==> config.mk <==
export PLATFORM = sky130hd
export DESIGN_NAME = id_ex_stage_flat
export DESIGN_NICKNAME = d
export VERILOG_FILES = /design/src/rtl/id_ex_stage_if.sv /design/src/rtl/id_ex_stage.sv /design/src/flat_wrapper.sv
export SDC_FILE = /design/constraint.sdc
export NUM_CORES = 1
export LEC_CHECK = 0
export ABC_CLOCK_PERIOD_IN_PS = 5200
export BUFFER_PORTS_ARGS = -buffer_cell sky130_fd_sc_hd__buf_2
export CAP_MARGIN = 15
export CORE_UTILIZATION = 40
export CTS_BUF_LIST = sky130_fd_sc_hd__clkbuf_4 sky130_fd_sc_hd__clkbuf_8
export DETAILED_ROUTE_END_ITERATION = 7
export PLACE_DENSITY = 0.79
export RECOVER_POWER = 25
export SLEW_MARGIN = 5
export SYNTH_ARGS = -nofsm -noshare
export SYNTH_HDL_FRONTEND = slang
export SYNTH_SLANG_ARGS = --single-unit
==> constraint.sdc <==
create_clock -name clk -period 5.2 [get_ports clk]
set_input_delay 1.3 -clock clk [delete_from_list [all_inputs] [get_ports clk]]
set_output_delay 1.3 -clock clk [all_outputs]
set_load 0.005 [all_outputs]
==> src/rtl/id_ex_stage_if.sv <==
// ---------------------------------------------------------------------------
// id_ex_stage_if
// Bundles every signal between decode, the ID/EX register, the execute stage
// and the two write-back bypass buses.
//   master : the surrounding pipeline (decode, bypass sources, execute stage)
//   slave  : the ID/EX stage itself
// Groups:
//   in_*   decoded instruction offered by decode, with in_valid/in_ready
//   flush  kills the held entry and any same-cycle transfer
//   exm_*  EX/MEM bypass (value is final, including load data)
//   wb_*   MEM/WB bypass
//   out_*, alu_*  registered operands/controls for execute, out_valid/out_ready
// ---------------------------------------------------------------------------
interface id_ex_stage_if #(
   parameter int XLEN = 32,
   parameter int RA_W = 5
);
   logic            in_valid;
   logic            in_ready;
   logic [XLEN-1:0] in_pc;
   logic [RA_W-1:0] in_rs1;
   logic [RA_W-1:0] in_rs2;
   logic            in_rs1_used;
   logic            in_rs2_used;
   logic [XLEN-1:0] in_rs1_val;
   logic [XLEN-1:0] in_rs2_val;
   logic [XLEN-1:0] in_imm;
   logic            in_a_sel_pc;
   logic            in_b_sel_imm;
   logic [3:0]      in_alu_op;
   logic [RA_W-1:0] in_rd;
   logic            in_reg_write;
   logic            in_mem_read;
   logic            in_mem_write;
   logic            flush;
   logic            exm_wen;
   logic [RA_W-1:0] exm_rd;
   logic [XLEN-1:0] exm_val;
   logic            wb_wen;
   logic [RA_W-1:0] wb_rd;
   logic [XLEN-1:0] wb_val;
   logic            out_valid;
   logic            out_ready;
   logic [XLEN-1:0] alu_a;
   logic [XLEN-1:0] alu_b;
   logic [3:0]      alu_op;
   logic [XLEN-1:0] out_store_data;
   logic [XLEN-1:0] out_pc;
   logic [RA_W-1:0] out_rd;
   logic            out_reg_write;
   logic            out_mem_read;
   logic            out_mem_write;

   modport master (
      output in_valid, in_pc, in_rs1, in_rs2, in_rs1_used, in_rs2_used,
             in_rs1_val, in_rs2_val, in_imm, in_a_sel_pc, in_b_sel_imm,
             in_alu_op, in_rd, in_reg_write, in_mem_read, in_mem_write,
             flush, exm_wen, exm_rd, exm_val, wb_wen, wb_rd, wb_val, out_ready,
      input  in_ready, out_valid, alu_a, alu_b, alu_op, out_store_data,
             out_pc, out_rd, out_reg_write, out_mem_read, out_mem_write
   );

   modport slave (
      input  in_valid, in_pc, in_rs1, in_rs2, in_rs1_used, in_rs2_used,
             in_rs1_val, in_rs2_val, in_imm, in_a_sel_pc, in_b_sel_imm,
             in_alu_op, in_rd, in_reg_write, in_mem_read, in_mem_write,
             flush, exm_wen, exm_rd, exm_val, wb_wen, wb_rd, wb_val, out_ready,
      output in_ready, out_valid, alu_a, alu_b, alu_op, out_store_data,
             out_pc, out_rd, out_reg_write, out_mem_read, out_mem_write
   );
endinterface

==> src/rtl/id_ex_stage.sv <==
// ---------------------------------------------------------------------------
// id_ex_stage
// Single-entry ID/EX pipeline register feeding the execute-stage ALU.
// Resolves rs1/rs2 forwarding from the EX/MEM and MEM/WB buses, stalls decode
// for one cycle on a load-use dependency, and keeps refreshing held operands
// from the bypass buses while execute back-pressures.
// Ports:
//   clk  - clock, all state changes on posedge
//   rst  - synchronous active-high reset, clears every output register
//   bus  - id_ex_stage_if.slave: decode input, flush, bypasses, ALU output
// ---------------------------------------------------------------------------
module id_ex_stage #(
   parameter int XLEN = 32,
   parameter int RA_W = 5
) (
   input logic           clk,
   input logic           rst,
   id_ex_stage_if.slave  bus
);
   logic            valid_reg;
   logic [XLEN-1:0] alu_a_reg;
   logic [XLEN-1:0] alu_b_reg;
   logic [XLEN-1:0] store_data_reg;
   logic [XLEN-1:0] pc_reg;
   logic [3:0]      alu_op_reg;
   logic [RA_W-1:0] rd_reg;
   logic [RA_W-1:0] rs1_reg;
   logic [RA_W-1:0] rs2_reg;
   logic            a_sel_pc_reg;
   logic            b_sel_imm_reg;
   logic            reg_write_reg;
   logic            mem_read_reg;
   logic            mem_write_reg;

   // Incoming sources: [0]=rs1, [1]=rs2
   logic [RA_W-1:0] src_idx [2];
   logic [XLEN-1:0] src_val [2];
   logic [XLEN-1:0] fwd_val [2];

   // Held operands that can be refreshed: [0]=alu_a, [1]=alu_b, [2]=store data
   logic [RA_W-1:0] held_idx    [3];
   logic [XLEN-1:0] held_val    [3];
   logic            held_en     [3];
   logic [XLEN-1:0] refresh_next[3];

   logic lu;
   logic acc;

   assign src_idx[0] = bus.in_rs1;
   assign src_idx[1] = bus.in_rs2;
   assign src_val[0] = bus.in_rs1_val;
   assign src_val[1] = bus.in_rs2_val;

   genvar gi;
   generate
      for (gi = 0; gi < 2; gi++) begin : g_fwd
         // x0 always reads as zero; EX/MEM is younger than MEM/WB so it wins.
         assign fwd_val[gi] =
            (src_idx[gi] == '0)                              ? '0          :
            (bus.exm_wen && (bus.exm_rd == src_idx[gi]))    ? bus.exm_val :
            (bus.wb_wen  && (bus.wb_rd  == src_idx[gi]))    ? bus.wb_val  :
                                                              src_val[gi];
      end
   endgenerate

   assign held_idx[0] = rs1_reg;
   assign held_idx[1] = rs2_reg;
   assign held_idx[2] = rs2_reg;
   assign held_val[0] = alu_a_reg;
   assign held_val[1] = alu_b_reg;
   assign held_val[2] = store_data_reg;
   assign held_en[0]  = !a_sel_pc_reg;   // PC operand never refreshed
   assign held_en[1]  = !b_sel_imm_reg;  // immediate operand never refreshed
   assign held_en[2]  = 1'b1;            // store data always tracks rs2

   generate
      for (gi = 0; gi < 3; gi++) begin : g_refresh
         // While stalled, a producer that completes late still reaches the ALU.
         assign refresh_next[gi] =
            (!held_en[gi] || (held_idx[gi] == '0))            ? held_val[gi] :
            (bus.exm_wen && (bus.exm_rd == held_idx[gi]))    ? bus.exm_val  :
            (bus.wb_wen  && (bus.wb_rd  == held_idx[gi]))    ? bus.wb_val   :
                                                               held_val[gi];
      end
   endgenerate

   // A held load's data is not on any bypass yet, so its consumer must wait
   // until the load has moved into EX/MEM.
   assign lu = valid_reg && mem_read_reg && (rd_reg != '0) &&
               ((bus.in_rs1_used && (bus.in_rs1 == rd_reg)) ||
                (bus.in_rs2_used && (bus.in_rs2 == rd_reg)));

   assign bus.in_ready = bus.flush || ((!valid_reg || bus.out_ready) && !lu);
   assign acc          = bus.in_valid && bus.in_ready && !bus.flush;

   always_ff @(posedge clk) begin
      if (rst) begin
         valid_reg      <= 1'b0;
         alu_a_reg      <= '0;
         alu_b_reg      <= '0;
         store_data_reg <= '0;
         pc_reg         <= '0;
         alu_op_reg     <= 4'b0000;
         rd_reg         <= '0;
         rs1_reg        <= '0;
         rs2_reg        <= '0;
         a_sel_pc_reg   <= 1'b0;
         b_sel_imm_reg  <= 1'b0;
         reg_write_reg  <= 1'b0;
         mem_read_reg   <= 1'b0;
         mem_write_reg  <= 1'b0;
      end else if (bus.flush) begin
         valid_reg     <= 1'b0;
         reg_write_reg <= 1'b0;
         mem_read_reg  <= 1'b0;
         mem_write_reg <= 1'b0;
      end else if (acc) begin
         valid_reg      <= 1'b1;
         alu_a_reg      <= bus.in_a_sel_pc  ? bus.in_pc  : fwd_val[0];
         alu_b_reg      <= bus.in_b_sel_imm ? bus.in_imm : fwd_val[1];
         store_data_reg <= fwd_val[1];
         pc_reg         <= bus.in_pc;
         alu_op_reg     <= bus.in_alu_op;
         rd_reg         <= bus.in_rd;
         rs1_reg        <= bus.in_rs1;
         rs2_reg        <= bus.in_rs2;
         a_sel_pc_reg   <= bus.in_a_sel_pc;
         b_sel_imm_reg  <= bus.in_b_sel_imm;
         reg_write_reg  <= bus.in_reg_write;
         mem_read_reg   <= bus.in_mem_read;
         mem_write_reg  <= bus.in_mem_write;
      end else if (valid_reg && !bus.out_ready) begin
         alu_a_reg      <= refresh_next[0];
         alu_b_reg      <= refresh_next[1];
         store_data_reg <= refresh_next[2];
      end else if (valid_reg) begin
         // Consumed with nothing behind it: bubble, data fields keep values.
         valid_reg     <= 1'b0;
         reg_write_reg <= 1'b0;
         mem_read_reg  <= 1'b0;
         mem_write_reg <= 1'b0;
      end
   end

   assign bus.out_valid      = valid_reg;
   assign bus.alu_a          = alu_a_reg;
   assign bus.alu_b          = alu_b_reg;
   assign bus.alu_op         = alu_op_reg;
   assign bus.out_store_data = store_data_reg;
   assign bus.out_pc         = pc_reg;
   assign bus.out_rd         = rd_reg;
   assign bus.out_reg_write  = reg_write_reg & valid_reg;
   assign bus.out_mem_read   = mem_read_reg  & valid_reg;
   assign bus.out_mem_write  = mem_write_reg & valid_reg;
endmodule

==> src/flat_wrapper.sv <==
// flat-port wrapper written by rule: the top's interface ports become plain ports
module id_ex_stage_flat 
#(
   parameter int XLEN = 32,
   parameter int RA_W = 5
)
  (clk, rst, bus_in_valid, bus_in_pc, bus_in_rs1, bus_in_rs2, bus_in_rs1_used, bus_in_rs2_used, bus_in_rs1_val, bus_in_rs2_val, bus_in_imm, bus_in_a_sel_pc, bus_in_b_sel_imm, bus_in_alu_op, bus_in_rd, bus_in_reg_write, bus_in_mem_read, bus_in_mem_write, bus_flush, bus_exm_wen, bus_exm_rd, bus_exm_val, bus_wb_wen, bus_wb_rd, bus_wb_val, bus_out_ready, bus_in_ready, bus_out_valid, bus_alu_a, bus_alu_b, bus_alu_op, bus_out_store_data, bus_out_pc, bus_out_rd, bus_out_reg_write, bus_out_mem_read, bus_out_mem_write);
  id_ex_stage_if #(.XLEN(XLEN), .RA_W(RA_W)) bus_i ();
  input logic clk;
  input logic rst;
  input wire logic [$bits(bus_i.in_valid)-1:0] bus_in_valid;
  input wire logic [$bits(bus_i.in_pc)-1:0] bus_in_pc;
  input wire logic [$bits(bus_i.in_rs1)-1:0] bus_in_rs1;
  input wire logic [$bits(bus_i.in_rs2)-1:0] bus_in_rs2;
  input wire logic [$bits(bus_i.in_rs1_used)-1:0] bus_in_rs1_used;
  input wire logic [$bits(bus_i.in_rs2_used)-1:0] bus_in_rs2_used;
  input wire logic [$bits(bus_i.in_rs1_val)-1:0] bus_in_rs1_val;
  input wire logic [$bits(bus_i.in_rs2_val)-1:0] bus_in_rs2_val;
  input wire logic [$bits(bus_i.in_imm)-1:0] bus_in_imm;
  input wire logic [$bits(bus_i.in_a_sel_pc)-1:0] bus_in_a_sel_pc;
  input wire logic [$bits(bus_i.in_b_sel_imm)-1:0] bus_in_b_sel_imm;
  input wire logic [$bits(bus_i.in_alu_op)-1:0] bus_in_alu_op;
  input wire logic [$bits(bus_i.in_rd)-1:0] bus_in_rd;
  input wire logic [$bits(bus_i.in_reg_write)-1:0] bus_in_reg_write;
  input wire logic [$bits(bus_i.in_mem_read)-1:0] bus_in_mem_read;
  input wire logic [$bits(bus_i.in_mem_write)-1:0] bus_in_mem_write;
  input wire logic [$bits(bus_i.flush)-1:0] bus_flush;
  input wire logic [$bits(bus_i.exm_wen)-1:0] bus_exm_wen;
  input wire logic [$bits(bus_i.exm_rd)-1:0] bus_exm_rd;
  input wire logic [$bits(bus_i.exm_val)-1:0] bus_exm_val;
  input wire logic [$bits(bus_i.wb_wen)-1:0] bus_wb_wen;
  input wire logic [$bits(bus_i.wb_rd)-1:0] bus_wb_rd;
  input wire logic [$bits(bus_i.wb_val)-1:0] bus_wb_val;
  input wire logic [$bits(bus_i.out_ready)-1:0] bus_out_ready;
  output wire logic [$bits(bus_i.in_ready)-1:0] bus_in_ready;
  output wire logic [$bits(bus_i.out_valid)-1:0] bus_out_valid;
  output wire logic [$bits(bus_i.alu_a)-1:0] bus_alu_a;
  output wire logic [$bits(bus_i.alu_b)-1:0] bus_alu_b;
  output wire logic [$bits(bus_i.alu_op)-1:0] bus_alu_op;
  output wire logic [$bits(bus_i.out_store_data)-1:0] bus_out_store_data;
  output wire logic [$bits(bus_i.out_pc)-1:0] bus_out_pc;
  output wire logic [$bits(bus_i.out_rd)-1:0] bus_out_rd;
  output wire logic [$bits(bus_i.out_reg_write)-1:0] bus_out_reg_write;
  output wire logic [$bits(bus_i.out_mem_read)-1:0] bus_out_mem_read;
  output wire logic [$bits(bus_i.out_mem_write)-1:0] bus_out_mem_write;
  assign bus_i.in_valid = bus_in_valid;
  assign bus_i.in_pc = bus_in_pc;
  assign bus_i.in_rs1 = bus_in_rs1;
  assign bus_i.in_rs2 = bus_in_rs2;
  assign bus_i.in_rs1_used = bus_in_rs1_used;
  assign bus_i.in_rs2_used = bus_in_rs2_used;
  assign bus_i.in_rs1_val = bus_in_rs1_val;
  assign bus_i.in_rs2_val = bus_in_rs2_val;
  assign bus_i.in_imm = bus_in_imm;
  assign bus_i.in_a_sel_pc = bus_in_a_sel_pc;
  assign bus_i.in_b_sel_imm = bus_in_b_sel_imm;
  assign bus_i.in_alu_op = bus_in_alu_op;
  assign bus_i.in_rd = bus_in_rd;
  assign bus_i.in_reg_write = bus_in_reg_write;
  assign bus_i.in_mem_read = bus_in_mem_read;
  assign bus_i.in_mem_write = bus_in_mem_write;
  assign bus_i.flush = bus_flush;
  assign bus_i.exm_wen = bus_exm_wen;
  assign bus_i.exm_rd = bus_exm_rd;
  assign bus_i.exm_val = bus_exm_val;
  assign bus_i.wb_wen = bus_wb_wen;
  assign bus_i.wb_rd = bus_wb_rd;
  assign bus_i.wb_val = bus_wb_val;
  assign bus_i.out_ready = bus_out_ready;
  assign bus_in_ready = bus_i.in_ready;
  assign bus_out_valid = bus_i.out_valid;
  assign bus_alu_a = bus_i.alu_a;
  assign bus_alu_b = bus_i.alu_b;
  assign bus_alu_op = bus_i.alu_op;
  assign bus_out_store_data = bus_i.out_store_data;
  assign bus_out_pc = bus_i.out_pc;
  assign bus_out_rd = bus_i.out_rd;
  assign bus_out_reg_write = bus_i.out_reg_write;
  assign bus_out_mem_read = bus_i.out_mem_read;
  assign bus_out_mem_write = bus_i.out_mem_write;
  id_ex_stage #(.XLEN(XLEN), .RA_W(RA_W)) u_core (.clk(clk), .rst(rst), .bus(bus_i));
endmodule
# Word-level counts from Yosys, hierarchy flattened

Cells that the tools add are included.
Widths: inputs -> output; s select.

Muxes and demuxes: 28
Add/sub/neg operators: 0
Bitwise operators: 4
Multiply operators: 0
Div/mod/pow operators: 0
Magnitude comparators: 0
Equal/unequal tests: 14
Reduce and logical (&&, ||, !) cells: 41
Shift operators: 0

Operators with widths:

| cell               | number |
|---|---|
| $mux 32            | 21 |
| $eq 5x5->1         | 10 |
| $logic_not 5->1    | 4 |
| $logic_and 1x1->1  | 17 |
| $reduce_and 4->1   | 3 |
| $ne 2x1->1 const B | 4 |
| $mux 1             | 7 |
| $reduce_bool 3->1  | 2 |
| $logic_or 1x1->1   | 5 |
| $reduce_bool 5->1  | 1 |
| $logic_not 1->1    | 4 |
| $reduce_and 2->1   | 2 |
| $reduce_bool 2->1  | 2 |
| $and 1x1->1        | 3 |
| $reduce_or 2->1    | 1 |
| $not 1->1          | 1 |

Input port bits: 235
Bits in latches: 0
Memories: 0
Flip-flop bits (word level): 153
Memory bits (writable): 0
Memory bits (read-only): 0

# Logic depth before layout (Yosys ltp)

Gate-level depths: netlist of run 1.

Word-level depth: 11
Depth in mapped cells: 10
Mapped depth without buffers: 7

# Least setup slack after synthesis of run 1

No wires, ideal clock.

Path type: input-to-output
Start: in bus_in_rs2[1]
End: out bus_in_ready
Cell stages on the path: 6
Required time: 3900 ps
Path slack: 1689 ps
Arrival time: 2211 ps
Cells stage by stage: clkbuf_1 > xnor2_1 > nand4_1 > o22ai_1 > nand2_1 > a21o_1

Longest elaborated chain between the ends: 7

RTL lines:

| item              | line               | source |
|---|---|---|
| start, declared   | flat_wrapper.sv:14 | `input wire logic [$bits(bus_i.in_rs2)-1:0] bus_in_rs2;` |
| $eq 5x5->1        | id_ex_stage.sv:91  | `(bus.in_rs2_used && (bus.in_rs2 == rd_reg)));` |
| $logic_and 1x1->1 | id_ex_stage.sv:91  |  |
| $logic_or 1x1->1  | id_ex_stage.sv:90  | `((bus.in_rs1_used && (bus.in_rs1 == rd_reg)) \|\|` |
| $logic_and 1x1->1 | id_ex_stage.sv:89  | `assign lu = valid_reg && mem_read_reg && (rd_reg != '0) &&` |
| $logic_not 1->1   | id_ex_stage.sv:93  | `assign bus.in_ready = bus.flush \|\| ((!valid_reg \|\| bus.out_ready) && !lu);` |
| $logic_and 1x1->1 | id_ex_stage.sv:93  |  |
| $logic_or 1x1->1  | id_ex_stage.sv:93  |  |
| end, declared     | flat_wrapper.sv:35 | `output wire logic [$bits(bus_i.in_ready)-1:0] bus_in_ready;` |

No other way between the ends.

# Worst setup path after layout of run 1

Start: in bus_in_rs2[0]
End: out bus_in_ready

Same word-level chain as after synthesis.

==> impl_table.tex, run 1 <==
\begin{tabular}{lr}
\hline
Metric & Value \\
\hline
\multicolumn{2}{l}{\textbf{Cells and area}} \\
\quad Fraction of final layout cells sized beyond drive strength 1 & 30.3\% \\
\quad Area growth from synthesis to layout & 23.6\% \\
\quad Most frequent cells in the layout & sky130\_fd\_sc\_hd\_\_buf\_2, sky130\_fd\_sc\_hd\_\_a21oi\_1, sky130\_fd\_sc\_hd\_\_nand2\_1, sky130\_fd\_sc\_hd\_\_dfxtp\_1, sky130\_fd\_sc\_hd\_\_nor2\_1 \\
\quad Number of non-filler instances in the completed layout & 1,940 \\
\quad Most frequent standard cell in the layout excluding fill and tap cells & sky130\_fd\_sc\_hd\_\_buf\_2 \\
\quad Layout filler cell count & 2,403 \\
\quad Final net count & 1,819 \\
\multicolumn{2}{l}{\textbf{Hold path}} \\
\quad Beginning of the worst hold path & u\_core.bus.out\_pc[30] \\
\quad End point of the most critical hold path & u\_core.bus.out\_pc[30] \\
\quad Path category of the worst min-delay check & reg2reg \\
\quad Hold Path Depth & 2 \\
\multicolumn{2}{l}{\textbf{Drt}} \\
\quad Initial DRC Count & 1,423 \\
\quad Final routed wire length divided by cell count & 21.4 um \\
\quad Wirelength, routed & 41,500 um \\
\quad Via-per-instance ratio & 5.94 \\
\quad Number of DRC violations after detailed routing & 0 \\
\quad Overall via count from detail\_route & 11,500 \\
\quad Antenna violation net count after detailed routing & 0 \\
\quad Detailed Routing Iterations Pass 1 & 7 \\
\multicolumn{2}{l}{\textbf{Timing}} \\
\quad \# setup viols final & 0 \\
\quad Final worst-path cycle share & 73.9\% \\
\quad Highest attainable clock frequency & 260 MHz \\
\quad Unrepaired setup endpoints after global routing & no \\
\quad Final Slew Violations & 0 \\
\quad Total Negative Setup Slacks & 0 ps \\
\quad Clock skew & 14.5 ps \\
\quad Final hold viol count & 0 \\
\quad Normalized max-slew margin & 29.3\% \\
\quad Worst slew pin tran & 1060 ps \\
\quad Min Tclk post-route & 3840 ps \\
\multicolumn{2}{l}{\textbf{Clock network}} \\
\quad Number of buffers inserted by post-CTS setup repair & 0 \\
\quad H-Tree Depth & 4 \\
\quad Max clock buf depth & 2 \\
\quad Count of instances resized after the clock tree is built & 0 \\
\quad CTS tree & yes \\
\quad Buffer cell driving the clock tree root & sky130\_fd\_sc\_hd\_\_clkbuf\_8 \\
\quad Count of clock tree sinks & 153 \\
\quad Hold buffer count at cts & 0 \\
\quad Clock edge transition at the registers on the reported setup and hold paths & 90 ps \\
\quad Clock buffers created by TritonCTS & 17 \\
\quad Clock Latency Late Sink & 460 ps \\
\multicolumn{2}{l}{\textbf{Worst setup path}} \\
\quad Max Fanout on Critical Path & 5 \\
\quad Crit. End Element & output port \\
\quad Logic depth of the worst register-to-register path & 9 \\
\quad Cell breakdown of the critical path & buf\_2, xnor2\_1, nand4\_1, o22ai\_1, nand2\_1, a21o\_1, buf\_2 \\
\quad Critical register-to-register path endpoint & u\_core.bus.alu\_b[31] \\
\quad CP most frequent cell & sky130\_fd\_sc\_hd\_\_buf\_2 \\
\quad R2r startpoint & u\_core.rs2\_reg[1] \\
\quad Worst setup slack for register-to-register paths & 2160 ps \\
\quad Slowest cell delay on critical path & 380 ps \\
\quad Worst EP arrival & 2540 ps \\
\quad Max stage delay cell, worst path & sky130\_fd\_sc\_hd\_\_o22ai\_1 \\
\quad Critical Path Start Type & input port \\
\quad Required time of the critical path & 3900 ps \\
\quad Critical path class & in2out \\
\multicolumn{2}{l}{\textbf{Logic synthesis}} \\
\quad Yosys Warn Count & 0 \\
\quad Netlist Area Pre-Place & 10,000 sq um \\
\quad Mapped Avg Cell Area & 7.74 sq um \\
\quad Post-Synthesis Cells & 1,297 \\
\quad Most used flip-flop cell after synthesis & sky130\_fd\_sc\_hd\_\_dfxtp\_1 \\
\quad Number of enable flip-flop cells after synthesis & 0 \\
\quad Cells taking the most area after synthesis & sky130\_fd\_sc\_hd\_\_dfxtp\_1, sky130\_fd\_sc\_hd\_\_a21oi\_1, sky130\_fd\_sc\_hd\_\_mux2i\_1 \\
\quad Adder and majority gate portion of the synthesized area & 0\% \\
\quad Mux share of post-synthesis cell area & 9.63\% \\
\quad Net count of the mapped netlist & 1,532 \\
\quad Register bit total from synthesis & 153 \\
\quad Xor and xnor fraction of the mapped netlist area & 4.36\% \\
\quad Share of synthesized flip-flops with an asynchronous set or reset & 0\% \\
\quad Compound-gate portion of the synthesized area & 30.5\% \\
\quad Combinational family with the most area after synthesis & compound AO/OA/AOI/OAI gates \\
\quad Largest area contributor in the synthesized netlist & sky130\_fd\_sc\_hd\_\_dfxtp\_1 \\
\quad Distinct cell type count of the synthesized netlist & 46 \\
\quad Share of the synthesized area in the top cell type & 30.5\% \\
\quad Post-synthesis share of cell area spent on and, or, nand and nor gates & 18.7\% \\
\quad Share of the yosys chip area belonging to registers & 30.5\% \\
\multicolumn{2}{l}{\textbf{Floorplan}} \\
\quad Area of the die & 25,700 sq um \\
\quad Number of core rows & 57 \\
\quad Height of the die & 160 um \\
\quad Placeable core area & 24,500 sq um \\
\quad Initial core utilization & 41.1\% \\
\quad Boundary Pins & 377 \\
\quad Die Span X & 160 um \\
\multicolumn{2}{l}{\textbf{Power and ir drop}} \\
\quad Cell area power density & 239 nW/um\^{}2 \\
\quad Static leakage power & 5.11 nW \\
\quad Max rail drop VDD & 151 uV \\
\multicolumn{2}{l}{\textbf{Run status}} \\
\quad Outcome & complete, no violations \\
\multicolumn{2}{l}{\textbf{Global routing}} \\
\quad Met3 global-route usage & 4.05\% \\
\quad Number of global-route vias before repair & 10,600 \\
\quad Grt met2 use & 45.7\% \\
\quad Global-route wire length before repair & 62,900 um \\
\quad Total routing usage reported by global routing & 31.4\% \\
\quad Global-route congestion overflow total & 0 \\
\quad Initial antenna violation count & 19 \\
\quad Maximum number of pins on one net before global-route repair & 98 \\
\quad Most Used Layer, Global Route & met2 \\
\quad Global routing usage on met1 & 45.3\% \\
\multicolumn{2}{l}{\textbf{Job}} \\
\quad Maximum Capacitance Violations & 0 \\
\multicolumn{2}{l}{\textbf{Placed design}} \\
\quad Dpl hpwl & 31,000 um \\
\quad Cell total after placement & 1,889 \\
\quad Routability congestion estimate from global placement & 0.959 \\
\quad Input/output buffers & 376 \\
\hline
\end{tabular}
==> power breakdown <==
group,leakage (nW),internal [mW],total (mW),switching (mW)
clock,0.206,0.498,1.01,0.510
sequential,1.25,1.24,1.28,0.0434
combinational,3.65,0.264,0.682,0.418
==> final cells by class <==
cell class                 instances  area (sq um)  share of cell area, %
multi-input combinational       1007          6400                   51.5
sequential                       153          3060                   24.7
timing repair buffer             405          2080                   16.7
tap                              324           405                   3.27
clock buffer                      19           255                   2.06
clock inverter                    13           170                   1.37
antenna                           19          47.5                  0.383
==> critical path: cells and delay by family <==
family | cells | cell delay, ps
buf+inv | 2 | 280
simple gates | 2 | 210
compound gates | 2 | 560
xor+xnor | 1 | 180
==> cell families (layout without fill, tap and decap cells) <==
group / count (synthesis) / after routing
other: 0 / 19
and+or+nand+nor: 416 / 416
xor gates and xnor gates: 50 / 50
AOI/OAI and AO/OA: 445 / 445
muxes: 96 / 96
DFF: 153 / 153
buffers and inverters: 137 / 437
==> per-stage QoR <==
step                      hold WS (ps)  instance area [sq um]  setup WS (ps)  utilization [%]  total power [mW]
after floorplan                    437                  10000           1690                -              1.67
after global placement             438                  12000           1200             49.0              1.97
after detailed placement           443                  12000           1170             49.0              1.98
after CTS                          456                  12400           1350             50.7              2.97
after global routing               473                  12400           1300             50.8              3.09
final                              457                  12400           1360             50.8              2.97
==> routing by layer <==
layer  up-vias  share of wire [%]
met1      5437                 44
met4         0                3.6
met2       701                 44
met3        81                8.4
li1       5309                  -
met5         -                  0
==> Yosys cell counts (2+ instances only) <==
library cell and n:
sky130_fd_sc_hd__and3_1 35, sky130_fd_sc_hd__xnor2_1 26, sky130_fd_sc_hd__buf_4 9, sky130_fd_sc_hd__mux2i_1 91, sky130_fd_sc_hd__o21ai_0 31, sky130_fd_sc_hd__a31oi_1 31
sky130_fd_sc_hd__a221oi_2 27, sky130_fd_sc_hd__a211oi_2 31, sky130_fd_sc_hd__a211o_1 27, sky130_fd_sc_hd__nor2_1 107, sky130_fd_sc_hd__a211oi_1 12, sky130_fd_sc_hd__o21a_1 2
sky130_fd_sc_hd__a2111oi_1 2, sky130_fd_sc_hd__or2_1 2, sky130_fd_sc_hd__and2_1 3, sky130_fd_sc_hd__nand3_1 6, sky130_fd_sc_hd__buf_2 49, sky130_fd_sc_hd__nor3_1 39
sky130_fd_sc_hd__xor2_1 24, sky130_fd_sc_hd__nand2_1 172, sky130_fd_sc_hd__o21ai_1 33, sky130_fd_sc_hd__nand4_1 35, sky130_fd_sc_hd__o22ai_1 2, sky130_fd_sc_hd__or4_1 4
sky130_fd_sc_hd__a21oi_1 208, sky130_fd_sc_hd__a21o_1 2, sky130_fd_sc_hd__a2111oi_2 3, sky130_fd_sc_hd__o211ai_1 29, sky130_fd_sc_hd__buf_6 3, sky130_fd_sc_hd__mux2_2 5
sky130_fd_sc_hd__a21oi_2 2, sky130_fd_sc_hd__nor4_1 5, sky130_fd_sc_hd__dfxtp_1 153, sky130_fd_sc_hd__clkbuf_1 75
==> worst max-delay path by stage <==
stage                  startpoint                    to  slack [ps]  cells after the start
global placement    bus_exm_rd[1]  u_core.bus.alu_b[31]        1200                     10
finish              bus_in_rs2[0]          bus_in_ready        1360                      7
CTS                 bus_in_rs2[3]          bus_in_ready        1350                      7
global route        bus_in_rs2[0]          bus_in_ready        1300                      7
detailed placement  bus_exm_rd[4]  u_core.bus.alu_b[13]        1170                     10
floorplan           bus_in_rs2[1]          bus_in_ready        1690                      6
Power figures use the tool's default switching activity.
==> inputs of run 2 (changes only) <==
ABC_AREA = 1   (was default)
ABC_CLOCK_PERIOD_IN_PS = 3750   (was 5200)
PLACE_DENSITY = 0.77   (was 0.79)
clock period = 3.75 ns   (was 5.2 ns; I/O delays follow)
==> run 2 against run 1 <==
  * Global-route usage up 3.0 points
  * Via count up 28%
  * Combinational power up 74%
  * Non-clock buffer count up 8
  * Routed wire length up 24%
  * Critical path type unchanged
  * Critical endpoint unchanged
  * Largest power group unchanged
==> impl_table.tex, run 2 <==
\begin{tabular}{lr}
\hline
Metric & Value \\
\hline
\multicolumn{2}{l}{\textbf{Cells and area}} \\
\quad Area of combinational cells with multiple inputs & 6840 sq um \\
\quad Area growth from synthesis to layout & 21.3\% \\
\quad Layout Utilization & 49.8\% \\
\quad Layout filler cell count & 3,074 \\
\quad Most frequent cells in the layout & sky130\_fd\_sc\_hd\_\_nand2\_1, sky130\_fd\_sc\_hd\_\_buf\_2, sky130\_fd\_sc\_hd\_\_inv\_1, sky130\_fd\_sc\_hd\_\_nand3\_1, sky130\_fd\_sc\_hd\_\_nor2\_1 \\
\quad Reg area & 3060 sq um \\
\quad Final net count & 2,639 \\
\quad Most frequent standard cell in the layout excluding fill and tap cells & sky130\_fd\_sc\_hd\_\_nand2\_1 \\
\quad Fraction of final layout cells sized beyond drive strength 1 & 17.6\% \\
\multicolumn{2}{l}{\textbf{Timing}} \\
\quad \# setup viols final & 0 \\
\quad Hold WS & 465 ps \\
\quad Clock skew & 16.0 ps \\
\quad Highest attainable clock frequency & 353 MHz \\
\quad Final worst-path cycle share & 75.5\% \\
\quad Unrepaired setup endpoints after global routing & no \\
\quad Normalized max-slew margin & 22.9\% \\
\quad Min Tclk post-route & 2830 ps \\
\quad Worst slew pin tran & 1160 ps \\
\quad Slack of the critical path & 917 ps \\
\quad Final Slew Violations & 0 \\
\quad Total Negative Setup Slacks & 0 ps \\
\quad Final hold viol count & 0 \\
\multicolumn{2}{l}{\textbf{Worst setup path}} \\
\quad Critical Path Start Type & input port \\
\quad Max Fanout on Critical Path & 5 \\
\quad Critical path class & in2out \\
\quad Startpoint of the worst setup timing path & bus\_in\_rs1[2] \\
\quad Crit. End Element & output port \\
\quad R2r startpoint & u\_core.bus.out\_rd[1] \\
\quad Worst EP arrival & 1900 ps \\
\quad Required time of the critical path & 2810 ps \\
\multicolumn{2}{l}{\textbf{Job}} \\
\quad Maximum Capacitance Violations & 0 \\
\multicolumn{2}{l}{\textbf{Drt}} \\
\quad Detailed Routing Iterations Pass 1 & 6 \\
\quad Wirelength, routed & 51,500 um \\
\quad Via-per-instance ratio & 5.28 \\
\quad Overall via count from detail\_route & 14,800 \\
\quad Initial DRC Count & 1,848 \\
\quad Antenna violation net count after detailed routing & 0 \\
\quad Final routed wire length divided by cell count & 18.4 um \\
\quad Number of DRC violations after detailed routing & 0 \\
\multicolumn{2}{l}{\textbf{Floorplan}} \\
\quad Die Span X & 172 um \\
\quad Number of core rows & 61 \\
\quad Height of the die & 172 um \\
\quad Boundary Pins & 377 \\
\quad Initial core utilization & 41.1\% \\
\quad Area of the die & 29,500 sq um \\
\quad Placeable core area & 28,100 sq um \\
\multicolumn{2}{l}{\textbf{Logic synthesis}} \\
\quad Commonest cells in the netlist & sky130\_fd\_sc\_hd\_\_nand2\_1, sky130\_fd\_sc\_hd\_\_inv\_1, sky130\_fd\_sc\_hd\_\_nand3\_1 \\
\quad Most used flip-flop cell after synthesis & sky130\_fd\_sc\_hd\_\_dfxtp\_1 \\
\quad Largest area contributor in the synthesized netlist & sky130\_fd\_sc\_hd\_\_nand2\_1 \\
\quad Post-Synthesis Cells & 2,112 \\
\quad Share of synthesized flip-flops with an asynchronous set or reset & 0\% \\
\quad Yosys Warn Count & 0 \\
\quad Number of enable flip-flop cells after synthesis & 0 \\
\quad Net count of the mapped netlist & 2,347 \\
\quad Distinct cell type count of the synthesized netlist & 28 \\
\quad Register bit total from synthesis & 153 \\
\quad Netlist Area Pre-Place & 11,500 sq um \\
\quad Mapped Avg Cell Area & 5.47 sq um \\
\quad Cells taking the most area after synthesis & sky130\_fd\_sc\_hd\_\_nand2\_1, sky130\_fd\_sc\_hd\_\_dfxtp\_1, sky130\_fd\_sc\_hd\_\_nand3\_1 \\
\quad Share of the synthesized area in the top cell type & 27.2\% \\
\quad Share of the yosys chip area belonging to registers & 26.5\% \\
\quad Most common cell in the synthesized netlist & sky130\_fd\_sc\_hd\_\_nand2\_1 \\
\multicolumn{2}{l}{\textbf{Power and ir drop}} \\
\quad Static leakage power & 8.12 nW \\
\quad Max rail drop VDD & 224 uV \\
\quad Cell area power density & 322 nW/um\^{}2 \\
\multicolumn{2}{l}{\textbf{Placed design}} \\
\quad Routability congestion estimate from global placement & 0.978 \\
\quad Dpl hpwl & 38,200 um \\
\quad Worst slack after detailed placement & 696 ps \\
\quad Input/output buffers & 376 \\
\multicolumn{2}{l}{\textbf{Clock network}} \\
\quad Count of clock tree sinks & 153 \\
\quad Clock buffers created by TritonCTS & 17 \\
\quad Hold buffer count at cts & 0 \\
\quad Clock Latency Late Sink & 460 ps \\
\quad Count of instances resized after the clock tree is built & 0 \\
\quad Number of buffers inserted by post-CTS setup repair & 0 \\
\quad Max clock buf depth & 2 \\
\quad Buffer cell driving the clock tree root & sky130\_fd\_sc\_hd\_\_clkbuf\_8 \\
\quad H-Tree Depth & 4 \\
\quad CTS tree & yes \\
\quad Clock edge transition at the registers on the reported setup and hold paths & 90 ps \\
\multicolumn{2}{l}{\textbf{Global routing}} \\
\quad Initial antenna violation count & 10 \\
\quad Total routing usage reported by global routing & 34.3\% \\
\quad Grt met2 use & 53.0\% \\
\quad Global-route congestion overflow total & 0 \\
\quad Met3 global-route usage & 6.57\% \\
\quad Number of global-route vias before repair & 13,400 \\
\quad Most Used Layer, Global Route & met2 \\
\quad Global routing usage on met1 & 46.2\% \\
\quad Global-route wire length before repair & 77,300 um \\
\quad Maximum number of pins on one net before global-route repair & 65 \\
\multicolumn{2}{l}{\textbf{Run status}} \\
\quad Outcome & complete, no violations \\
\multicolumn{2}{l}{\textbf{Hold path}} \\
\quad Path category of the worst min-delay check & reg2reg \\
\quad Beginning of the worst hold path & u\_core.reg\_write\_reg \\
\hline
\end{tabular}
-- run 2: changes by cell type in the layout (fill, tap and decap cells not counted), sizes merged, moves of 31 or more --
cell and delta:
a211oi -43, a21oi -114, a31oi -31, inv +253
mux2i -91, nand2 +665, nand3 +208, nand3b +40
nor2 +78, nor3 -34
-- run 2: worst paths after layout --
check                              end  cells past startpoint  slack [ps]
hold / removal    u_core.reg_write_reg                      2         470
hold reg to reg   u_core.reg_write_reg                      2         470
setup reg to reg   u_core.bus.alu_b[0]                     13        1310
setup / recovery          bus_in_ready                     11         920
-- run 2: cell type report --
| cell class | count | area share [%] |
|---|---|---|
| multi-input combinational | 1552 | 48.9 |
| sequential | 153 | 21.9 |
| timing repair buffer | 413 | 15.3 |
| inverter | 267 | 7.18 |
| tap | 378 | 3.38 |
| clock buffer | 19 | 1.78 |
| clock inverter | 11 | 1.41 |
| antenna | 11 | 0.197 |
-- run 2: kinds of logic after synthesis --
kind of cell / share of synthesized area, %
compound gates: 9.97
xor+xnor: 0.152
buf+inv: 14.5
flops: 26.5
simple gates: 48.8
-- run 2: per-stage QoR --
step                      cell area, sq um  instances  power [mW]
after CTS                            14000       2793        4.50
after detailed placement             13600       2763        3.00
final                                14000       2804        4.51
after global routing                 14000       2803        4.71
after global placement               13600       2763        2.99
after floorplan                      11500       2112        2.48
-- run 2: routing by layer --
layer | vias to the layer above | part of all wire [%]
li1 | 7158 | -
met2 | 923 | 44
met1 | 6613 | 43
met5 | - | 0
met3 | 113 | 10
met4 | 0 | 3.5
-- run 2: power breakdown --
| part | switching [mW] | internal [mW] | leakage [nW] |
|---|---|---|---|
| sequential | 0.0710 | 1.73 | 1.26 |
| clock | 0.718 | 0.805 | 0.223 |
| combinational | 0.763 | 0.425 | 6.64 |
-- run 2: critical path: stages --
cell and delay (ps):
sky130_fd_sc_hd__buf_2 170, sky130_fd_sc_hd__inv_2 90, sky130_fd_sc_hd__nand2_1 70, sky130_fd_sc_hd__nand2_1 50, sky130_fd_sc_hd__nor2_1 90, sky130_fd_sc_hd__nand3_1 70
sky130_fd_sc_hd__nand2_1 60, sky130_fd_sc_hd__nand2_1 90, sky130_fd_sc_hd__nand2_1 80, sky130_fd_sc_hd__nand2_1 60, sky130_fd_sc_hd__buf_2 120
